===== config.mk =====
export PLATFORM = sky130hd
export DESIGN_NAME = rr_merge_arbiter
export DESIGN_NICKNAME = d
export VERILOG_FILES = /design/src/rtl/rr_merge_pkg.sv /design/src/rtl/rr_pick4.sv /design/src/rtl/rr_merge_arbiter.sv
export SDC_FILE = /design/constraint.sdc
export NUM_CORES = 1
export LEC_CHECK = 0
export BUFFER_PORTS_ARGS = -buffer_cell sky130_fd_sc_hd__buf_2
export CORE_AREA = 4 4 83 85
export CTS_CLUSTER_DIAMETER = 120
export DETAILED_ROUTE_END_ITERATION = 8
export DIE_AREA = 0 0 87 89
export PLACE_DENSITY = 0.86
export SETUP_SLACK_MARGIN = 0.15
export SLEW_MARGIN = 20
export SYNTH_ARGS = -nofsm -noshare
export SYNTH_HDL_FRONTEND = slang
export SYNTH_SLANG_ARGS = --single-unit

===== constraint.sdc =====
create_clock -name clk -period 9.1 [get_ports clk]
set_input_delay 0.91 -clock clk [delete_from_list [all_inputs] [get_ports clk]]
set_output_delay 0.91 -clock clk [all_outputs]
set_load 0.05 [all_outputs]

===== src/rtl/rr_merge_pkg.sv =====
// Shared types and constants for the four-port round-robin packet merger.
package rr_merge_pkg;

  localparam int NUM_PORTS = 4;
  localparam int PORT_ID_W = 2;

  typedef enum logic {IDLE, BUSY} merge_state_t;
  typedef logic [PORT_ID_W-1:0] port_id_t;

  function automatic logic [NUM_PORTS-1:0] id_to_onehot(input port_id_t id);
    id_to_onehot = NUM_PORTS'(1) << id;
  endfunction

endpackage


===== src/rtl/rr_pick4.sv =====
// Combinational round-robin picker: first set request at or after ptr, wrapping mod 4.
module rr_pick4
  import rr_merge_pkg::*;
(
  input  logic [NUM_PORTS-1:0] req,
  input  port_id_t             ptr,
  output logic [NUM_PORTS-1:0] gnt,
  output port_id_t             gnt_id,
  output logic                 any
);

  port_id_t idx;

  always_comb begin
    gnt    = '0;
    gnt_id = ptr;
    any    = 1'b0;
    idx    = ptr;
    for (int k = 0; k < NUM_PORTS; k++) begin
      idx = ptr + port_id_t'(k);
      if (!any && req[idx]) begin
        gnt[idx] = 1'b1;
        gnt_id   = idx;
        any      = 1'b1;
      end
    end
  end

endmodule


===== src/rtl/rr_merge_arbiter.sv =====
// Four-to-one packet merger with packet-granular round-robin arbitration and a
// single registered output stage tagged with the source port id.
module rr_merge_arbiter
  import rr_merge_pkg::*;
#(
  parameter int DATA_WIDTH = 32
) (
  input  logic                  clk,
  input  logic                  resetn,
  input  logic [DATA_WIDTH-1:0] din0,
  input  logic [DATA_WIDTH-1:0] din1,
  input  logic [DATA_WIDTH-1:0] din2,
  input  logic [DATA_WIDTH-1:0] din3,
  input  logic [NUM_PORTS-1:0]  din_valid,
  input  logic [NUM_PORTS-1:0]  din_last,
  output logic [NUM_PORTS-1:0]  din_ready,
  output logic [DATA_WIDTH-1:0] dout,
  output logic [PORT_ID_W-1:0]  dout_addr,
  output logic                  dout_last,
  output logic                  dout_valid,
  input  logic                  dout_ready
);

  merge_state_t          state_q, state_d;
  port_id_t              owner_q, owner_d;
  port_id_t              rr_ptr_q, rr_ptr_d;
  port_id_t              dout_addr_q, dout_addr_d;
  logic [DATA_WIDTH-1:0] dout_q, dout_d;
  logic                  dout_last_q, dout_last_d;
  logic                  dout_valid_q, dout_valid_d;

  logic [NUM_PORTS-1:0]  pick_gnt, gnt;
  port_id_t              pick_id, gnt_id;
  logic                  pick_any, load, xfer, sel_last;
  logic [DATA_WIDTH-1:0] sel_data;

  rr_pick4 u_pick (
    .req    (din_valid),
    .ptr    (rr_ptr_q),
    .gnt    (pick_gnt),
    .gnt_id (pick_id),
    .any    (pick_any)
  );

  // While a packet is open only its owner may be granted, even if it is idle.
  assign load      = !dout_valid_q || dout_ready;
  assign gnt       = (state_q == BUSY) ? id_to_onehot(owner_q) : pick_gnt;
  assign gnt_id    = (state_q == BUSY) ? owner_q : pick_id;
  assign din_ready = (resetn && load) ? gnt : '0;
  assign xfer      = load && ((state_q == BUSY) ? din_valid[owner_q] : pick_any);
  assign sel_last  = din_last[gnt_id];

  always_comb begin
    sel_data = din0;
    case (gnt_id)
      2'd0: sel_data = din0;
      2'd1: sel_data = din1;
      2'd2: sel_data = din2;
      2'd3: sel_data = din3;
      default: sel_data = din0;
    endcase
  end

  always_comb begin
    state_d      = state_q;
    owner_d      = owner_q;
    rr_ptr_d     = rr_ptr_q;
    dout_d       = dout_q;
    dout_addr_d  = dout_addr_q;
    dout_last_d  = dout_last_q;
    dout_valid_d = dout_valid_q;

    if (load) begin
      dout_valid_d = xfer;
      if (xfer) begin
        dout_d      = sel_data;
        dout_addr_d = gnt_id;
        dout_last_d = sel_last;
      end
    end

    // The priority pointer only advances at packet boundaries.
    if (xfer) begin
      if (sel_last) begin
        state_d  = IDLE;
        rr_ptr_d = gnt_id + port_id_t'(1);
      end else begin
        state_d = BUSY;
        owner_d = gnt_id;
      end
    end
  end

  always_ff @(posedge clk or negedge resetn) begin
    if (!resetn) begin
      state_q      <= IDLE;
      owner_q      <= '0;
      rr_ptr_q     <= '0;
      dout_q       <= '0;
      dout_addr_q  <= '0;
      dout_last_q  <= 1'b0;
      dout_valid_q <= 1'b0;
    end else begin
      state_q      <= state_d;
      owner_q      <= owner_d;
      rr_ptr_q     <= rr_ptr_d;
      dout_q       <= dout_d;
      dout_addr_q  <= dout_addr_d;
      dout_last_q  <= dout_last_d;
      dout_valid_q <= dout_valid_d;
    end
  end

  assign dout       = dout_q;
  assign dout_addr  = dout_addr_q;
  assign dout_last  = dout_last_q;
  assign dout_valid = dout_valid_q;

endmodule


Word-level counts from Yosys, hierarchy flattened. Index checks and enable logic that the tools add are counted.

Magnitude comparators: 10. Bitwise gates (word level): 4. Shift-type cells: 1. Muxes and demuxes: 37. Add/subtract/negate cells: 4. Reduce and logical (&&, ||, !) cells: 18. Equality and inequality tests: 3.

Operators by type and width (number): $pmux W32 S4 (1); $mux W4 (6); $lt A2 B3 Y1 const B (6); $mux W1 (16); $bmux W1 S2 (6); $or A4 B4 Y4 (3); $logic_and A1 B1 Y1 (9); $demux W1 S2 (4); $ge A2 B1 Y1 const B (4); $mux W2 (4); $reduce_and A2 Y1 (3); $add A2 B1 Y2 const B (2); $add A2 B2 Y2 const B (2); $eq A2 B2 Y1 const B (2); $logic_not A1 Y1 (4); $shl A1 B2 Y4 const A (1); $eq A2 B1 Y1 const B (1); $logic_not A2 Y1 (1); $logic_or A1 B1 Y1 (1); $not A1 Y1 (1).

Input bits: 139. Output and inout bits: 40. Logic and storage cells: 84. Register bits: 41.

Depth between registers and ports, before layout. Gate-level depths: netlist of run 1.

Word-level depth: 17. Gate-level depth with buffers: 14. Mapped depth without buffers: 12.

Modules after synthesis. A second synthesis of run 1 with hierarchy kept.

Cell total of the unflattened synthesis: 292. Area total of the unflattened synthesis: 3010.4 um^2.

Modules (own cells, without submodules): rr_merge_arbiter (cells each 237, times used 1, sequential area each 1026.0 um^2, area an instance 2583.7 um^2); rr_pick4 (cells each 55, times used 1, sequential area each 0.0 um^2, area an instance 426.7 um^2).

Worst setup path after synthesis of run 1. OpenSTA, ideal clock, no wires.

Path kind: input to output. Start: input port din_valid[3]. End: output port din_ready[3]. Stages: 6. Arrival: 2.866 ns. Buffers on the path: 0. Data required time: 8.190 ns. Setup slack: 5.324 ns. Cell sequence: mux4_2 nor4b_4 a22oi_1 o21ai_0 nand2b_1 a21oi_1.

Cells in the longest elaborated chain, start to end: 14. Elaborated cells between the ends (all ways): 26. Those cells by class: 17 x mux; 3 x bitwise; 6 x reduce/logical.

Ends and longest elaborated chain: from (decl) (line rr_merge_arbiter.sv:14) `input logic [NUM_PORTS-1:0] din_valid,`; $bmux W1 S2 (line rr_pick4.sv:21) `if (!any && req[idx]) begin`; $mux W1 (implied by the code) (line rr_pick4.sv:21); $mux W1 (line rr_pick4.sv:21); $logic_not A1 Y1 (line rr_pick4.sv:21); $logic_and A1 B1 Y1 (line rr_pick4.sv:21); $mux W1 (line rr_pick4.sv:21); $logic_not A1 Y1 (line rr_pick4.sv:21); $logic_and A1 B1 Y1 (line rr_pick4.sv:21); $mux W1 (line rr_pick4.sv:21); $logic_not A1 Y1 (line rr_pick4.sv:21); $logic_and A1 B1 Y1 (line rr_pick4.sv:21); $mux W4 * (line rr_pick4.sv:21); $mux W4 * (line rr_merge_arbiter.sv:47) `assign gnt = (state_q == BUSY) ? id_to_onehot(owner_q) : pick_gnt;`; $mux W4 * (line rr_merge_arbiter.sv:49) `assign din_ready = (resetn && load) ? gnt : '0;`; to (decl) (line rr_merge_arbiter.sv:16) `output logic [NUM_PORTS-1:0] din_ready,`.

Mark *: on every way between the ends. The rest lies on a longest branch, timed or not. The select of a mux whose other input is x is not followed.

Worst setup path after layout of run 1.
Start: register rr_ptr_q[0]. End: register dout_q[27] (netlist: dout[27]).

Cells in the longest elaborated chain, start to end: 15. Elaborated cells between the ends (all ways): 33. Those cells by class: 3 x add/sub; 3 x eq/ne; 18 x mux; 9 x reduce/logical.

Ends and longest elaborated chain: from (decl) (line rr_merge_arbiter.sv:26) `port_id_t rr_ptr_q, rr_ptr_d;`; from (signal assigned) (line rr_merge_arbiter.sv:106) `rr_ptr_q <= rr_ptr_d;`; parallel branches: the longest is 11 deep, another holds $add A2 B1 Y2; $mux W2 * (line rr_pick4.sv:21); $mux W2 * (line rr_merge_arbiter.sv:48) `assign gnt_id = (state_q == BUSY) ? owner_q : pick_id;`; via gnt_id[0] (line rr_merge_arbiter.sv:33) `port_id_t pick_id, gnt_id;`; $eq A2 B2 Y1, or another cell as far along (line rr_merge_arbiter.sv:55) `case (gnt_id)`; $pmux W32 S4 * (line rr_merge_arbiter.sv:55); to (signal assigned) (line rr_merge_arbiter.sv:107) `dout_q <= dout_d;`; to (decl) (line rr_merge_arbiter.sv:28) `logic [DATA_WIDTH-1:0] dout_q, dout_d;`.

Mark *: on every way through the listed nets, which the timed path passes. The select of a mux whose other input is x is not followed. A chain may end at the register's enable or synchronous reset.

==> flow_summary_export.csv, run 1 <==
group,metric,value,unit
synth,ys_ff_latch,41,
synth,ys_warn_count,0,
power,p_per_area,474,nW/µm²
floorplan,rows,29,
timing,max_slew_margin,0.311,
floorplan,die_w,87,µm
setup_path,ff2ff_path_depth,12,
route,dr.pass1.iters,6,
placement,gp_congestion,0.848,
cts,cts_buffers,5,
layout,fill_cells,522,
layout,drive_above_1_share,0.436,
cts,ctsHoldBuffers,0,
setup_path,rr_startpoint,"rr_ptr_q[0]",
job,drv_cap,0,
route,wl_per_cell,16.0,µm
setup_path,critical_path_class,"flip-flop to flip-flop",
min_path,holdPathEnd,"dout[4]",
floorplan,die_h,89,µm
timing,slew_viol_final,0,
timing,grt_setup_unrepaired,"false",
setup_path,required,9.25,ns
synth,synthTopCellsByArea,"dfrtp_1, a222oi_1, a21oi_1",
floorplan,start_util,0.457,
setup_path,setup.worst_path.start_class,"flip-flop",
setup_path,path_max_fanout,32,
layout,final_nets,628,
timing,fmax,237,MHz
timing,fin_crit,4.21,ns
timing,finalSetupViolCount,0,
route,wirelength,8900,µm
global_routing,grt_pass1_wl,13600,µm
route,m1WireLength,3480,µm
route,viasPerCell,5.56,
power,p_leak,1.93,nW
route,drcViolationCount,0,
cts,ctsResizeCount,0,
floorplan,dieArea,7740,µm²
cts,tritoncts,"done",
route,top_layer,"met4",
setup_path,reg2reg_to,"dout[27]",
synth,synth_fp_nets,469,
layout,multiInputGateArea,1680,µm²
synth,ys_top_cells_by_count,"nor2_1, dfrtp_1, nand2_1",
setup_path,arrival,4.36,ns
route,wl_met3,781,µm
route,vias,3094,
setup_path,worst_setup_path_end_kind,"flip-flop",
layout,stdcell_area,3850,µm²
synth,async_reset_ff_frac,1.00,
timing,fin_skew,0.00878,ns
synth,synth_area_leader_cell,"dfrtp_1",
global_routing,grtUsageTotal,0.219,
layout,register_area,1030,µm²
timing,fin_crit_sh,0.463,
timing,tightestPinTransition,1.03,ns
global_routing,grt_max_degree,71,
setup_path,r2r_slack,4.89,ns
floorplan,io_pins,179,
power,ir_worst_vdd,0.308,mV
global_routing,grt.overflow.total,0,
synth,synth_cell_type_count,42,
cts,worstSkewPairLatency,0.29,ns
synth,synth_seq_area_share,0.362,
global_routing,antenna_found_initial,0,
synth,synth_edf_count,0,
min_path,hold_depth,2,
timing,tns,0,ns
setup_path,cp_slowest_cell,"dfrtp_1",
min_path,min-delay-start,"dout[4]",
cts,cts_sinks,41,
layout,antenna_cells,0,
cts,postCtsSetupRepairBufs,0,
synth,avgSynthCellArea,8.89,µm²
placement,dp_hpwl,6870,µm
status,outcome,"completed",
cts,root_buffer,"clkbuf_8",
min_path,hold_path.class,"flip-flop to flip-flop",
setup_path,slowest_delay,0.67,ns
setup_path,path_cells,"inv_1 > ha_1 > mux4_2 > nor4b_4 > nor3_2 > o31ai_4 > inv_2 > ha_2 > a222oi_1 > nor2_1 > a21oi_1 > o21ai_0",
cts,path_clk_slew,0.09,ns
layout,area_growth,35.7,%
synth,synth_area,2840,µm²
floorplan,core-area,6200,µm²
synth,synth_ff_type,"dfrtp_1",
global_routing,first_global_vias,2873,
placement,io_buffer_count,178,
synth,synth_cells,319,
route,drt_iter0_markers,224,
synth,yosysMostFrequentCell,"nor2_1",
timing,finalHoldViolCount,0,
synth,synth_top_area_share,0.362,
route,antenna_left,0,
cts,cts_buffer_depth,2,
route,wl_met2,4580,µm
cts,cts_max_level,2,
placement,placed_area,3720,µm²
==> stage by stage <==
step	std cells	setup slack, ns	power, W	hold slack (ns)	util
global placement	548	4.69	0.00163	0.458	0.599
finish	556	4.89	0.00182	0.478	0.620
floorplan	319	5.32	0.00141	0.577	-
global route	556	4.57	0.00198	0.506	0.620
CTS	556	4.58	0.00182	0.482	0.618
detailed placement	548	4.56	0.00167	0.465	0.599
==> critical path, delay by kind of cell (launching register included) <==
kind | cells | cell delay [ns]
adder cells (fa/ha/maj) | 2 | 0.82
flip-flops | 1 | 0.67
AO/OA/AOI/OAI | 4 | 1.17
AND/OR/NAND/NOR | 3 | 0.62
buffers and inverters | 2 | 0.33
multiplexers | 1 | 0.44
==> routing by layer <==
| metal | vias to the layer above | global-route usage |
|---|---|---|
| met1 | 1414 | 0.279 |
| met2 | 147 | 0.385 |
| met4 | 0 | 0.0496 |
| met5 | - | 0 |
| met3 | 6 | 0.0461 |
| li1 | 1527 | - |
==> worst max-delay path by stage <==
stage,from,endpoint,slack [ns],cells past startpoint
after global placement,din_valid[3],dout[27],4.69,11
after detailed placement,din_valid[3],dout[27],4.56,10
after CTS,rr_ptr_q[0],dout[27],4.58,12
final,rr_ptr_q[0],dout[27],4.89,12
after floorplan,din_valid[3],din_ready[3],5.32,6
after global routing,rr_ptr_q[0],dout[27],4.57,12
==> state kept, by name, indices dropped and copies added, names as in the netlist <==
name and count:
owner_q 2, dout_valid 1, dout 32, state_q 1, rr_ptr_q 2, dout_last 1, dout_addr 2
==> area by class of cell <==
cell class / instances / share of cell area
flip-flops and latches: 41 / 0.267
repair buffers: 179 / 0.234
inverters: 8 / 0.00781
well taps: 77 / 0.0250
clock inverters: 1 / 0.00781
multi-input cells: 243 / 0.437
clock buffers: 7 / 0.0224
==> cell families after synthesis <==
| logic type | synth area share |
|---|---|
| flops | 0.362 |
| buf+inv | 0.0521 |
| fa+ha+maj | 0.0485 |
| simple gates | 0.149 |
| mux | 0.0697 |
| compound gates | 0.319 |
==> where the power goes <==
group / internal, W / leakage, nW / switching [W]
clock: 0.0000895 / 0.0585 / 0.0000634
combinational: 0.000459 / 1.36 / 0.000872
sequential: 0.000270 / 0.511 / 0.0000707
total: 0.000819 / 1.93 / 0.00101
==> cells in the final DEF, fill, tap and decap left out, types with 2 or more instances in the layout <==
master,n
a21o_1,2
dfrtp_1,41
a21oi_1,36
nand2_1,38
ha_2,4
nor2b_1,2
inv_1,7
ha_1,7
o21ai_0,33
a221oi_1,3
nor3_1,2
mux2i_1,3
nand3_1,2
a222oi_1,32
nand2b_1,4
nor2_1,42
mux4_2,4
a22oi_1,5
buf_2,178
mux2_2,2
o21a_1,2
o22a_1,3
clkbuf_8,6
Note: power is estimated with default switching activity, not from simulation.
==> inputs of run 2 (changes only) <==
Settings changed: ABC_AREA set to 1, CORE_AREA 4 4 83 85 to 4 4 88 90, DIE_AREA 0 0 87 89 to 0 0 92 94, PLACE_DENSITY 0.86 to 0.8.
Clock period 9.1 ns to 4.1 ns, I/O delays scaled along.
==> run 2 against run 1 <==
  * Register-to-register slack got worse by 4.3 ns
  * Utilization fell by 3.7 points
  * Flip-flop and latch count did not move
  * Cell count rose by 28%
  * Via count rose by 16%
  * Routed wire length rose by 16%
  * Clock-buffer cell count fell by 1
  * Worst setup slack got worse by 4.3 ns
  * First-iteration DRC count fell by 30%
  * Global-route usage rose by 1.7 points
  * Largest cell class unchanged
  * Highest routed layer unchanged
==> flow_summary_export.csv, run 2 <==
group,metric,value,unit
cts,ctsResizeCount,0,
setup_path,worstSetupPathDepth,19,
job,drv_cap,0,
timing,max_slew_margin,0.582,
setup_path,critical_path_class,"flip-flop to flip-flop",
layout,final_nets,762,
global_routing,grt_use_met2,0.408,
floorplan,io_pins,179,
route,drcViolationCount,0,
global_routing,grtUsageTotal,0.237,
setup_path,slowest_delay,0.68,ns
floorplan,rows,31,
timing,grt_setup_unrepaired,"false",
placement,io_buffer_count,178,
synth,avgSynthCellArea,6.78,µm²
layout,final_common_cell,"buf_2",
setup_path,r2r_slack,0.63,ns
synth,yosys.area_share.simple,0.350,
placement,place_ws,0.322,ns
setup_path,crit_buf_inv,4,
synth,async_reset_ff_frac,1.00,
setup_path,arrival,3.69,ns
layout,drive_above_1_share,0.357,
cts,root_buffer,"clkbuf_8",
cts,worstSkewPairLatency,0.29,ns
setup_path,ff2ff_path_depth,19,
layout,final_cells,712,
global_routing,grt_pass1_wl,16500,µm
setup_path,critPathTopFamily,"simple AND/OR/NAND/NOR gates",
placement,placed_area,3990,µm²
placement,gp_congestion,0.927,
global_routing,grt_max_degree,42,
route,wl_per_cell,14.5,µm
synth,synth-compound-area-share,0.196,
setup_path,required,4.31,ns
layout,largest_reg_flops,32,
route,dr.pass1.iters,4,
cts,tritoncts,"done",
setup_path,path_cells,"inv_6 > ha_1 > inv_1 > nand3_1 > nand2_1 > nand3_2 > nor2_4 > nor2_1 > nand2_1 > nand2_1 > nand2_2 > nand2_4 > inv_4 > ha_1 > buf_12 > nand2_1 > nand3_1 > o21ai_0 > o21ai_0",
setup_path,path_max_fanout,22,
timing,finalSetupViolCount,0,
floorplan,die_h,94,µm
global_routing,grtUsageMet3,0.0473,
floorplan,core-area,7060,µm²
cts,postCtsSetupRepairBufs,0,
timing,fin_skew,0.00720,ns
layout,antenna_cells,0,
timing,tns,0,ns
placement,dp_hpwl,8290,µm
cts,cts_buffer_depth,2,
cts,cts_buffers,5,
timing,fin_ws,0.625,ns
timing,tightestPinTransition,0.627,ns
timing,fin_crit,3.47,ns
synth,synth_area_leader_cell,"dfrtp_1",
synth,synth_edf_count,0,
route,vias,3595,
timing,fmax,288,MHz
global_routing,met1_usage,0.301,
synth,muxShareOfSynthArea,0,
synth,synth_top_family_by_area,"simple AND/OR/NAND/NOR gates",
synth,ys_ff_latch,41,
placement,dp.cells,704,
timing,fin_crit_sh,0.847,
cts,path_clk_slew,0.08,ns
global_routing,antenna_found_initial,0,
synth,synth_area,3000,µm²
timing,finalHoldViolCount,0,
global_routing,grt.overflow.total,0,
synth,ys_top_cells_by_count,"nand2_1, o21ai_0, nand3_1",
cts,cts_sinks,41,
cts,cts_max_level,2,
synth,synth_fa_ha_area_frac,0.0458,
global_routing,first_global_vias,3549,
setup_path,reg2reg_to,"dout[2]",
route,viasPerCell,5.05,
layout,area_growth,36.9,%
synth,yosysMostFrequentCell,"nand2_1",
floorplan,die_w,92,µm
global_routing,grt_busiest_layer,"met2",
setup_path,rr_startpoint,"rr_ptr_q[0]",
synth,synth_fp_nets,593,
timing,slew_viol_final,0,
route,drt_iter0_markers,156,
floorplan,start_util,0.426,
setup_path,cp_slowest_cell,"dfrtp_1",
layout,final_cell_mix,"buf_2, nand2_1, o21ai_0, nand3_1, dfrtp_1",
floorplan,dieArea,8650,µm²
synth,synth_cells,443,
route,antenna_left,0,
synth,synth_seq_area_share,0.342,
setup_path,path_common_cell,"nand2_1",
synth,synth-xor-area-share,0,
setup_path,worst_setup_path_end_kind,"flip-flop",
layout,stdcell_area,4110,µm²
synth,ys_warn_count,0,
synth,synth_top_area_share,0.342,
route,wirelength,10300,µm
cts,ctsHoldBuffers,0,
status,outcome,"completed",
synth,synthTopCellsByArea,"dfrtp_1, nand2_1, o21ai_0",
min_path,hold_path.class,"primary input to asynchronous set/reset pin",
setup_path,setup.worst_path.start_class,"flip-flop",
synth,synth_ff_type,"dfrtp_1",
synth,synth_cell_type_count,27,
-- run 2: cell count changes after synthesis, sizes merged, moves of 3 or more --
cell    before  now
nand2       38  153
a22oi        5    0
nand3        2   56
mux2i        4    0
nor2        42   15
a222oi      32    0
mux2         3    0
mux4         5    0
nand2b       5    0
o22a         3    0
o21ai       33   72
clkbuf      20   17
inv          8   24
-- run 2: final cells by class --
cell class	instances	area, µm²
well taps	99	124
flip-flops and latches	41	1030
repair buffers	185	956
clock buffers	6	82.6
multi-input cells	354	1780
fillers	714	2950
clock inverters	2	37.5
inverters	25	101
-- run 2: worst max path at each step --
stage                      from      endpoint
global route        rr_ptr_q[0]      dout[30]
finish              rr_ptr_q[0]       dout[2]
CTS                 rr_ptr_q[0]       dout[2]
floorplan           rr_ptr_q[0]  din_ready[2]
detailed placement  rr_ptr_q[0]       dout[2]
global placement    rr_ptr_q[0]       dout[2]
-- run 2: logic make-up after synthesis --
family / count (synthesis)
flops: 41
compound gates: 114
buf+inv: 48
fa+ha+maj: 11
simple gates: 229
-- run 2: stage by stage --
stage               utilization  hold WS [ns]
floorplan                     -         0.114
global placement          0.565         0.463
detailed placement        0.565         0.472
CTS                       0.582         0.261
global route              0.582         0.288
finish                    0.582         0.243
-- run 2: layer usage --
metal | vias to the layer above | routed length (µm)
li1 | 1814 | -
met1 | 1610 | 4240
met2 | 153 | 5070
met3 | 18 | 785
met4 | 0 | 244
met5 | - | 0
Power of run 2 is not shown: default switching activity piles up to over one toggle a cycle in this logic, so the estimate is an artifact.
